[src/rtl/fft_frame_feeder.sv]
// Buffers 4-channel audio samples into FFT-sized frames and streams them out over AXI-Stream.
// Whole frames only: a write-side FSM finishes the current frame after enable_in drops, and each frame's last word carries tlast.
module fft_frame_feeder #(
    parameter int FRAME_LEN = 512,
    parameter int DEPTH     = 16
) (
    input  logic         clk_in,
    input  logic         rst_in,
    input  logic         enable_in,
    input  logic [63:0]  audio_data_in,
    input  logic         audio_valid_in,
    output logic         audio_ready_out,
    output logic [127:0] m_axis_tdata,
    output logic         m_axis_tvalid,
    output logic         m_axis_tlast,
    input  logic         m_axis_tready,
    input  logic         clear_overflow_in,
    output logic         overflow_out,
    output logic [15:0]  frames_out
);

    localparam int IW = $clog2(FRAME_LEN);
    localparam int PW = $clog2(DEPTH);
    localparam int CW = $clog2(DEPTH + 1);
    localparam logic [IW-1:0] LAST_IDX = IW'(FRAME_LEN - 1);

    typedef enum logic [1:0] {IDLE, RUN, DRAIN} state_t;

    state_t        state;
    logic [IW-1:0] widx;
    logic [64:0]   mem [DEPTH];
    logic [PW-1:0] wptr;
    logic [PW-1:0] rptr;
    logic [CW-1:0] count;
    logic [64:0]   head;
    logic          full;
    logic          active;
    logic          wr;
    logic          drop;
    logic          rd;
    logic          load;

    // count covers the output register too, so "full" means DEPTH words held in total
    assign full            = (count == CW'(DEPTH));
    assign audio_ready_out = !full;

    // A DRAIN sitting on a frame boundary takes no new frame unless enable_in returns
    assign active = (state == RUN) || (state == DRAIN && (widx != '0 || enable_in));
    assign wr     = active && audio_valid_in && !full;
    assign drop   = active && audio_valid_in && full;
    assign rd     = m_axis_tvalid && m_axis_tready;
    assign load   = (count > CW'(m_axis_tvalid)) && (!m_axis_tvalid || m_axis_tready);
    assign head   = mem[rptr];

    // NOTE: sequential state uses non-blocking assignments so every flop samples pre-edge values.
    always_ff @(posedge clk_in or negedge rst_in) begin
        if (!rst_in) begin
            state        <= IDLE;
            widx         <= '0;
            overflow_out <= 1'b0;
        end else begin
            if (wr) begin
                widx <= widx + 1'b1;
            end
            case (state)
                IDLE:  if (enable_in) state <= RUN;
                RUN:   if (!enable_in) state <= DRAIN;
                DRAIN: begin
                    if (enable_in) begin
                        state <= RUN;
                    end else if (widx == '0 || (wr && widx == LAST_IDX)) begin
                        state <= IDLE;
                    end
                end
                default: state <= IDLE;
            endcase
            if (drop) begin
                overflow_out <= 1'b1;
            end else if (clear_overflow_in) begin
                overflow_out <= 1'b0;
            end
        end
    end

    // NOTE: the storage array has no reset; emptiness lives in the pointers and count,
    // and leaving it unreset keeps it mappable to RAM.
    always_ff @(posedge clk_in) begin
        if (wr) begin
            mem[wptr] <= {widx == LAST_IDX, audio_data_in};
        end
    end

    always_ff @(posedge clk_in or negedge rst_in) begin
        if (!rst_in) begin
            wptr          <= '0;
            rptr          <= '0;
            count         <= '0;
            m_axis_tvalid <= 1'b0;
            m_axis_tlast  <= 1'b0;
            m_axis_tdata  <= '0;
        end else begin
            if (wr) begin
                wptr <= wptr + 1'b1;
            end
            if (load) begin
                rptr <= rptr + 1'b1;
            end
            // NOTE: the explicit default keeps count holding on 00/11 with no implied latch-like gaps.
            case ({wr, rd})
                2'b10:   count <= count + 1'b1;
                2'b01:   count <= count - 1'b1;
                default: count <= count;
            endcase
            if (load) begin
                m_axis_tvalid <= 1'b1;
                m_axis_tlast  <= head[64];
                m_axis_tdata  <= {16'h0, head[63:48], 16'h0, head[47:32],
                                  16'h0, head[31:16], 16'h0, head[15:0]};
            end else if (rd) begin
                m_axis_tvalid <= 1'b0;
            end
        end
    end

    always_ff @(posedge clk_in or negedge rst_in) begin
        if (!rst_in) begin
            frames_out <= '0;
        end else if (rd && m_axis_tlast) begin
            frames_out <= frames_out + 1'b1;
        end
    end

endmodule

[config.mk]
export PLATFORM = sky130hd
export DESIGN_NAME = fft_frame_feeder
export DESIGN_NICKNAME = d
export VERILOG_FILES = /design/src/rtl/fft_frame_feeder.sv
export SDC_FILE = /design/constraint.sdc
export NUM_CORES = 1
export LEC_CHECK = 0
export ABC_CLOCK_PERIOD_IN_PS = 6500
export BUFFER_PORTS_ARGS = -buffer_cell sky130_fd_sc_hd__buf_2
export CAP_MARGIN = 20
export CORE_ASPECT_RATIO = 0.8
export CORE_MARGIN = 8
export CORE_UTILIZATION = 29
export CTS_BUF_LIST = sky130_fd_sc_hd__clkbuf_8
export DETAILED_ROUTE_END_ITERATION = 10
export HOLD_SLACK_MARGIN = 0.02
export MAX_ROUTING_LAYER = met4
export PLACE_DENSITY = 0.5
export SYNTH_ARGS = -nofsm -noshare
export SYNTH_HDL_FRONTEND = slang
export SYNTH_SLANG_ARGS = --single-unit
[constraint.sdc]
create_clock -name clk_in -period 6.5 [get_ports clk_in]
set_input_delay 1.3 -clock clk_in [delete_from_list [all_inputs] [get_ports clk_in]]
set_output_delay 1.3 -clock clk_in [all_outputs]
set_load 0.02 [all_outputs]
* After elaboration in Yosys (flattened, before gate mapping)
Memory sizes are Yosys's and may differ from the RTL's. A register that Yosys moved wholly into a read port is not among the register bits.
Index checks and enable logic that the tools add are counted.
** Word-level totals
- Word-level logic and storage cells :: 59
- Memories :: 1
- Bits in writable memories :: 1040
- Flip-flop bits (word level) :: 42
** Operators by class
- Equality and inequality tests :: 9
- Mux-type cells :: 12
- Add/subtract/negate cells :: 6
- Reduce and logical (&&, ||, !) cells :: 22
- Order comparisons :: 1
** Memories
- mem :: depth 16, bits a word 65, rd ports 1, clocked after Yosys merged registers in 1, wr ports 1, RTL line 31 : logic [64:0] mem [DEPTH];
** Operators with widths (count)
- 16-bit by 1-bit adder with 16-bit output, second input constant :: 1
- 5-bit one-hot mux with 2 select lines :: 1
- 9-bit by 1-bit adder with 9-bit output, second input constant :: 1
- 9-bit == test, second input constant :: 1
- 9-bit zero test :: 1
- 9-bit nonzero test :: 1
- 4-bit by 1-bit adder with 4-bit output, second input constant :: 2
- 1-bit logical AND :: 8
- 2-bit two-way mux :: 4
- 1-bit two-way mux :: 6
- 2-bit one-hot mux with 3 select lines :: 1
- 2-bit nonzero test :: 3
- 5-bit by 1-bit adder with 5-bit output, second input constant :: 1
- 5-bit == test, second input constant :: 1
- 5-bit by 1-bit greater-than comparator with 1-bit output :: 1
- 5-bit by 1-bit subtractor with 5-bit output, second input constant :: 1
- 2-bit by 1-bit == test with 1-bit output, second input constant :: 2
- 2-bit == test, second input constant :: 2
- 1-bit logical OR :: 4
- 2-bit != test, second input constant :: 2
- 1-bit zero test :: 3
- 3-bit by 2-bit != test with 1-bit output, second input constant :: 1
- 3-bit AND reduction :: 1
- 2-bit zero test :: 1

* Longest topological paths before layout
- Depth after elaboration :: 11
- Mapped depth :: 16

* Least setup slack after synthesis
No wires, ideal clock.
- Path kind :: input to register
- Start :: input port enable_in
- End :: memory mem[3][0], enable pin
- Arrival :: 3.544 ns
- Setup time :: 0.430 ns
- Path buffers :: 1
- Required time :: 6.070 ns
- Stages on the path :: 4
- Slack :: 2.526 ns
- Cell sequence :: nor4bb_1 clkbuf_1 nor3b_1 and2_1
** On the way
- Cells in the longest elaborated chain, start to end :: 7
** Ends and longest elaborated chain
- from (decl) :: RTL line 9 : input logic enable_in,
- 1-bit logical OR :: RTL line 48 : assign active = (state == RUN) || (state == DRAIN && (widx != '0 || enable_in));
- 1-bit logical AND :: RTL line 48
- 1-bit logical OR :: RTL line 48
- 1-bit logical AND (2 in a row) :: RTL line 49 : assign wr = active && audio_valid_in && !full;
- 1-bit two-way mux :: RTL line 88 : if (wr) begin
- 1-bit two-way mux (implied by the code) :: RTL line 89 : mem[wptr] <= {widx == LAST_IDX, audio_data_in};
- to (decl) :: RTL line 31
Every way passes these cells.

* Worst setup path after layout
- Start :: register widx[0]
- End :: register count[4]
** On the way
- Cells in the longest elaborated chain, start to end :: 8
- Elaborated cells on any way between the ends :: 10
- Classes of those cells :: 2 x eq/ne; 1 x mux; 7 x reduce/logical
** Ends and longest elaborated chain
- from (decl) :: RTL line 30 : logic [IW-1:0] widx;
- from (signal assigned) :: RTL line 63 : widx <= widx + 1'b1;
- 9-bit nonzero test * :: RTL line 48
- 1-bit logical OR * :: RTL line 48
- 1-bit logical AND * :: RTL line 48
- 1-bit logical OR * :: RTL line 48
- 1-bit logical AND * (2 in a row) :: RTL line 49
- 2-bit by 1-bit == test with 1-bit output or 2-bit == test (tied branches) :: RTL line 109 : case ({wr, rd})
- 5-bit one-hot mux with 2 select lines or 2-bit nonzero test (tied branches)
- to (signal assigned) :: RTL line 110 : 2'b10: count <= count + 1'b1;
- to (signal assigned) :: RTL line 111 : 2'b01: count <= count - 1'b1;
- to (signal assigned) :: RTL line 112 : default: count <= count;
- to (decl) :: RTL line 34 : logic [CW-1:0] count;
Every way passes the cells marked *; elsewhere a longest branch is shown, timed or not.
A chain may end at the register's enable or synchronous reset.

==> metrics.csv <==
stage,metric,value,unit
status,status,"complete, no violations",
critical_path,r2r_slack,2.27,ns
critical_path,crit_chain,inv_1 > ha_1 > nor4b_1 > nor4bb_2 > nor2_4 > inv_1 > ha_1 > xor2_1 > ha_1 > a21boi_0 > o32ai_1 > nor4b_1 > xnor2_1,
clocking,ctsResizeCount,0,
finish,stdcell_area,50800,um^2
synth,yosysSeqAreaShare,76.8,%
critical_path,arrival,5.05,ns
synth,synth_xor_area_share,0.674,%
synth,synth-edff-count,1040,
sta,setup_viol,0,
global_route,grt_pass1_vias,22658,
finish,drive_gt1_share,27.2,%
clocking,insertion_delay,0.88,ns
route,drtAntennaViolNets,0,
power,p_per_area,411,nW/um^2
route,drc,0,
synth,ys_types,50,
clocking,postCtsHoldBufs,0,
critical_path,r2r-end,count[4]$_DFFE_PN0P_,
die,die_y,365,um
synth,synth.area.top_cells,"edfxtp_1, mux4_2, dfrtp_1",
power,power,20.8,mW
route,drt-vias-per-instance,4.60,
clocking,tritoncts,done,
route,wl_met2,53600,um
finish,layout_commonest_cell,edfxtp_1,
placement,hpwl,58000,um
synth,syn-cell-area,44200,um^2
synth,synthAdderAreaFrac,0.397,%
synth,async_flop_share,9.33,%
clocking,post_cts_buffers,0,
route,finalWirelength,106000,um
global_route,antenna_found_initial,18,
clocking,cts_max_level,4,
job,timing.max_cap.violations,0,
synth,ys_ff_latch,1147,
sta,max_freq,0.236,GHz
critical_path,critPathKind,reg2reg,
route,routedWlPerCell,22.9,um
finish,nets,2509,
global_route,overflow,0,
route,dr.max_layer_used,met4,
placement,gp_congestion,0.737,
route,vias,21223,
critical_path,critical_path_required,7.31,ns
sta,period_share,65.1,%
clocking,cts_sinks,1147,
power,ir_drop,0.276,mV
die,die_w,452,um
sta,min_period,4.23,ns
route,dr.first_iter.drc_count,1195,
critical_path,crit_top_cell,ha_1,
synth,synth_ff_type,edfxtp_1,
route,wl_met1,44700,um
sta,skew,0.0551,ns
die,die_area,165000,um^2
critical_path,rr_startpoint,widx[0]$_DFFE_PN0P_,
finish,areaGrowthSynthToFinish,14.9,%
finish,final_cell_mix,"edfxtp_1, clkbuf_8, mux4_2",
critical_path,critical_path.max_stage_delay,0.93,ns
critical_path,cp-end-kind,flop,
critical_path,cp-start-kind,flop,
synth,synth_top_family_by_area,multiplexers,
synth,synthCells,2167,
sta,worst_slew_pin_slew,1.06,ns
sta,slew_headroom,28.0,%
route,first_pass_iters,5,
synth,avgSynthCellArea,20.4,um^2
die,rows,128,
clocking,cts_made_buffers,189,
die,core_area,152000,um^2
power,p_leak,16.8,nW
critical_path,startpoint,widx[0]$_DFFE_PN0P_,
clocking,ctsLongestPathBuffers,3,
global_route,grt_max_degree,135,
sta,drv_slew,0,
clocking,clk_pin_slew,0.07,ns
placement,placed_area,47000,um^2
sta,holdWs,0.432,ns
synth,synth_area_leader_cell,edfxtp_1,
die,start_util,29.1,%
placement,io_buffers,153,
critical_path,rr_worst_depth,13,
global_route,grt_pass1_wl,153000,um
synth,yosysTopAreaCellShare,70.7,%
sta,setup_tns,0,ns
hold_path,hold_path_class,in2async,
critical_path,cp-endpoint,count[4]$_DFFE_PN0P_,
synth,synth_compound_area_share,3.68,%
synth,yosysWarningCount,0,
critical_path,worstPathMaxFanout,19,
route,dr_wl_met3,5260,um
critical_path,slowest_stage,nor4bb_2,
synth,synthMuxAreaShare,14.1,%
clocking,cts-root-buf,clkbuf_8,
sta,rsz0062_at_grt,false,
synth,synth-simple-area-share,1.87,%
die,ios,218,
sta,final-hold-violation-count,0,
global_route,grtUsageTotal,12.8,%
==> area by class of cell <==
class                   instances  area, um^2
repair buffers                187        1080
inverters                      11        41.3
diodes                         12        30.0
fillers                     14249      101000
well taps                    2015        2520
multi-input cells             889        9480
clock inverters               155         940
clock buffers                 199        2740
flip-flops and latches       1147       33900
==> logic make-up (layout without fill, tap and decap cells) <==
logic type,Yosys count,count (layout)
AND/OR/NAND/NOR,148,148
AO/OA/AOI/OAI,255,255
flip-flops,1147,1147
other,1,76
multiplexers,374,374
XOR/XNOR,34,34
buffers and inverters,194,552
adder cells (fa/ha/maj),14,14
==> how the worst min path moves through the flow <==
stage	startpoint	endpoint	cells past startpoint
floorplan	widx[6]$_DFFE_PN0P_	widx[6]$_DFFE_PN0P_	1
global route	rst_in	m_axis_tdata[2]$_DFFE_PN0P_	1
global placement	frames_out[15]$_DFFE_PN0P_	frames_out[15]$_DFFE_PN0P_	1
CTS	rst_in	m_axis_tdata[2]$_DFFE_PN0P_	1
finish	rst_in	m_axis_tdata[2]$_DFFE_PN0P_	1
detailed placement	frames_out[15]$_DFFE_PN0P_	frames_out[15]$_DFFE_PN0P_	1
==> critical path, delay by kind of cell (launching register included) <==
kind | cells | cell delay [ns]
and+or+nand+nor | 4 | 1.95
DFF | 1 | 0.40
xor gates and xnor gates | 2 | 0.38
buffers and inverters | 2 | 0.28
AOI/OAI and AO/OA | 2 | 0.33
adders and majority gates | 3 | 0.81
==> per-layer routing <==
metal	track usage [%]	vias up
met5	-	-
met4	3.71	0
met3	2.71	187
met2	22.0	554
met1	15.4	11117
li1	-	9365
==> sequential cells by signal, indices dropped and copies added, names as in the netlist <==
register,cells
mem,1040
m_axis_tdata,64
frames_out,16
widx,9
count,5
rptr,4
wptr,4
state,2
m_axis_tlast,1
m_axis_tvalid,1
overflow_out,1
==> cell usage after synthesis, types with 3 or more instances <==
library cell,number
a211oi_1,22
a21oi_1,46
a31oi_1,22
and2_1,6
and3_1,18
buf_1,4
buf_2,51
buf_4,66
buf_6,8
clkbuf_1,54
dfrtp_1,107
edfxtp_1,1040
ha_1,14
inv_1,11
mux2_2,47
mux2i_1,132
mux4_2,194
nand2_1,15
nand2b_1,27
nand3_1,14
nand4_1,5
nor2_1,29
nor2b_1,5
nor3_1,5
nor3b_1,3
nor4_1,6
nor4b_1,3
o22ai_1,152
or3_1,3
xnor2_1,19
xor2_1,15
==> where the power goes <==
group          internal (mW)  switching, mW  leakage (nW)  total, mW
Sequential              8.70          0.497          10.6       9.19
Combinational           2.40           3.14          4.15       5.54
Clock                   3.24           2.87          2.09       6.11
==> stage by stage <==
step	utilization, %	cells	worst slack [ns]
2_1_floorplan	-	2230	2.53
5_1_grt	33.5	4614	1.92
6_report	33.5	4615	2.27
3_5_place_dp	31.0	4249	1.86
3_3_place_gp	31.0	4248	1.99
4_1_cts	33.4	4603	2.26
(Power assumes the default switching activity.)
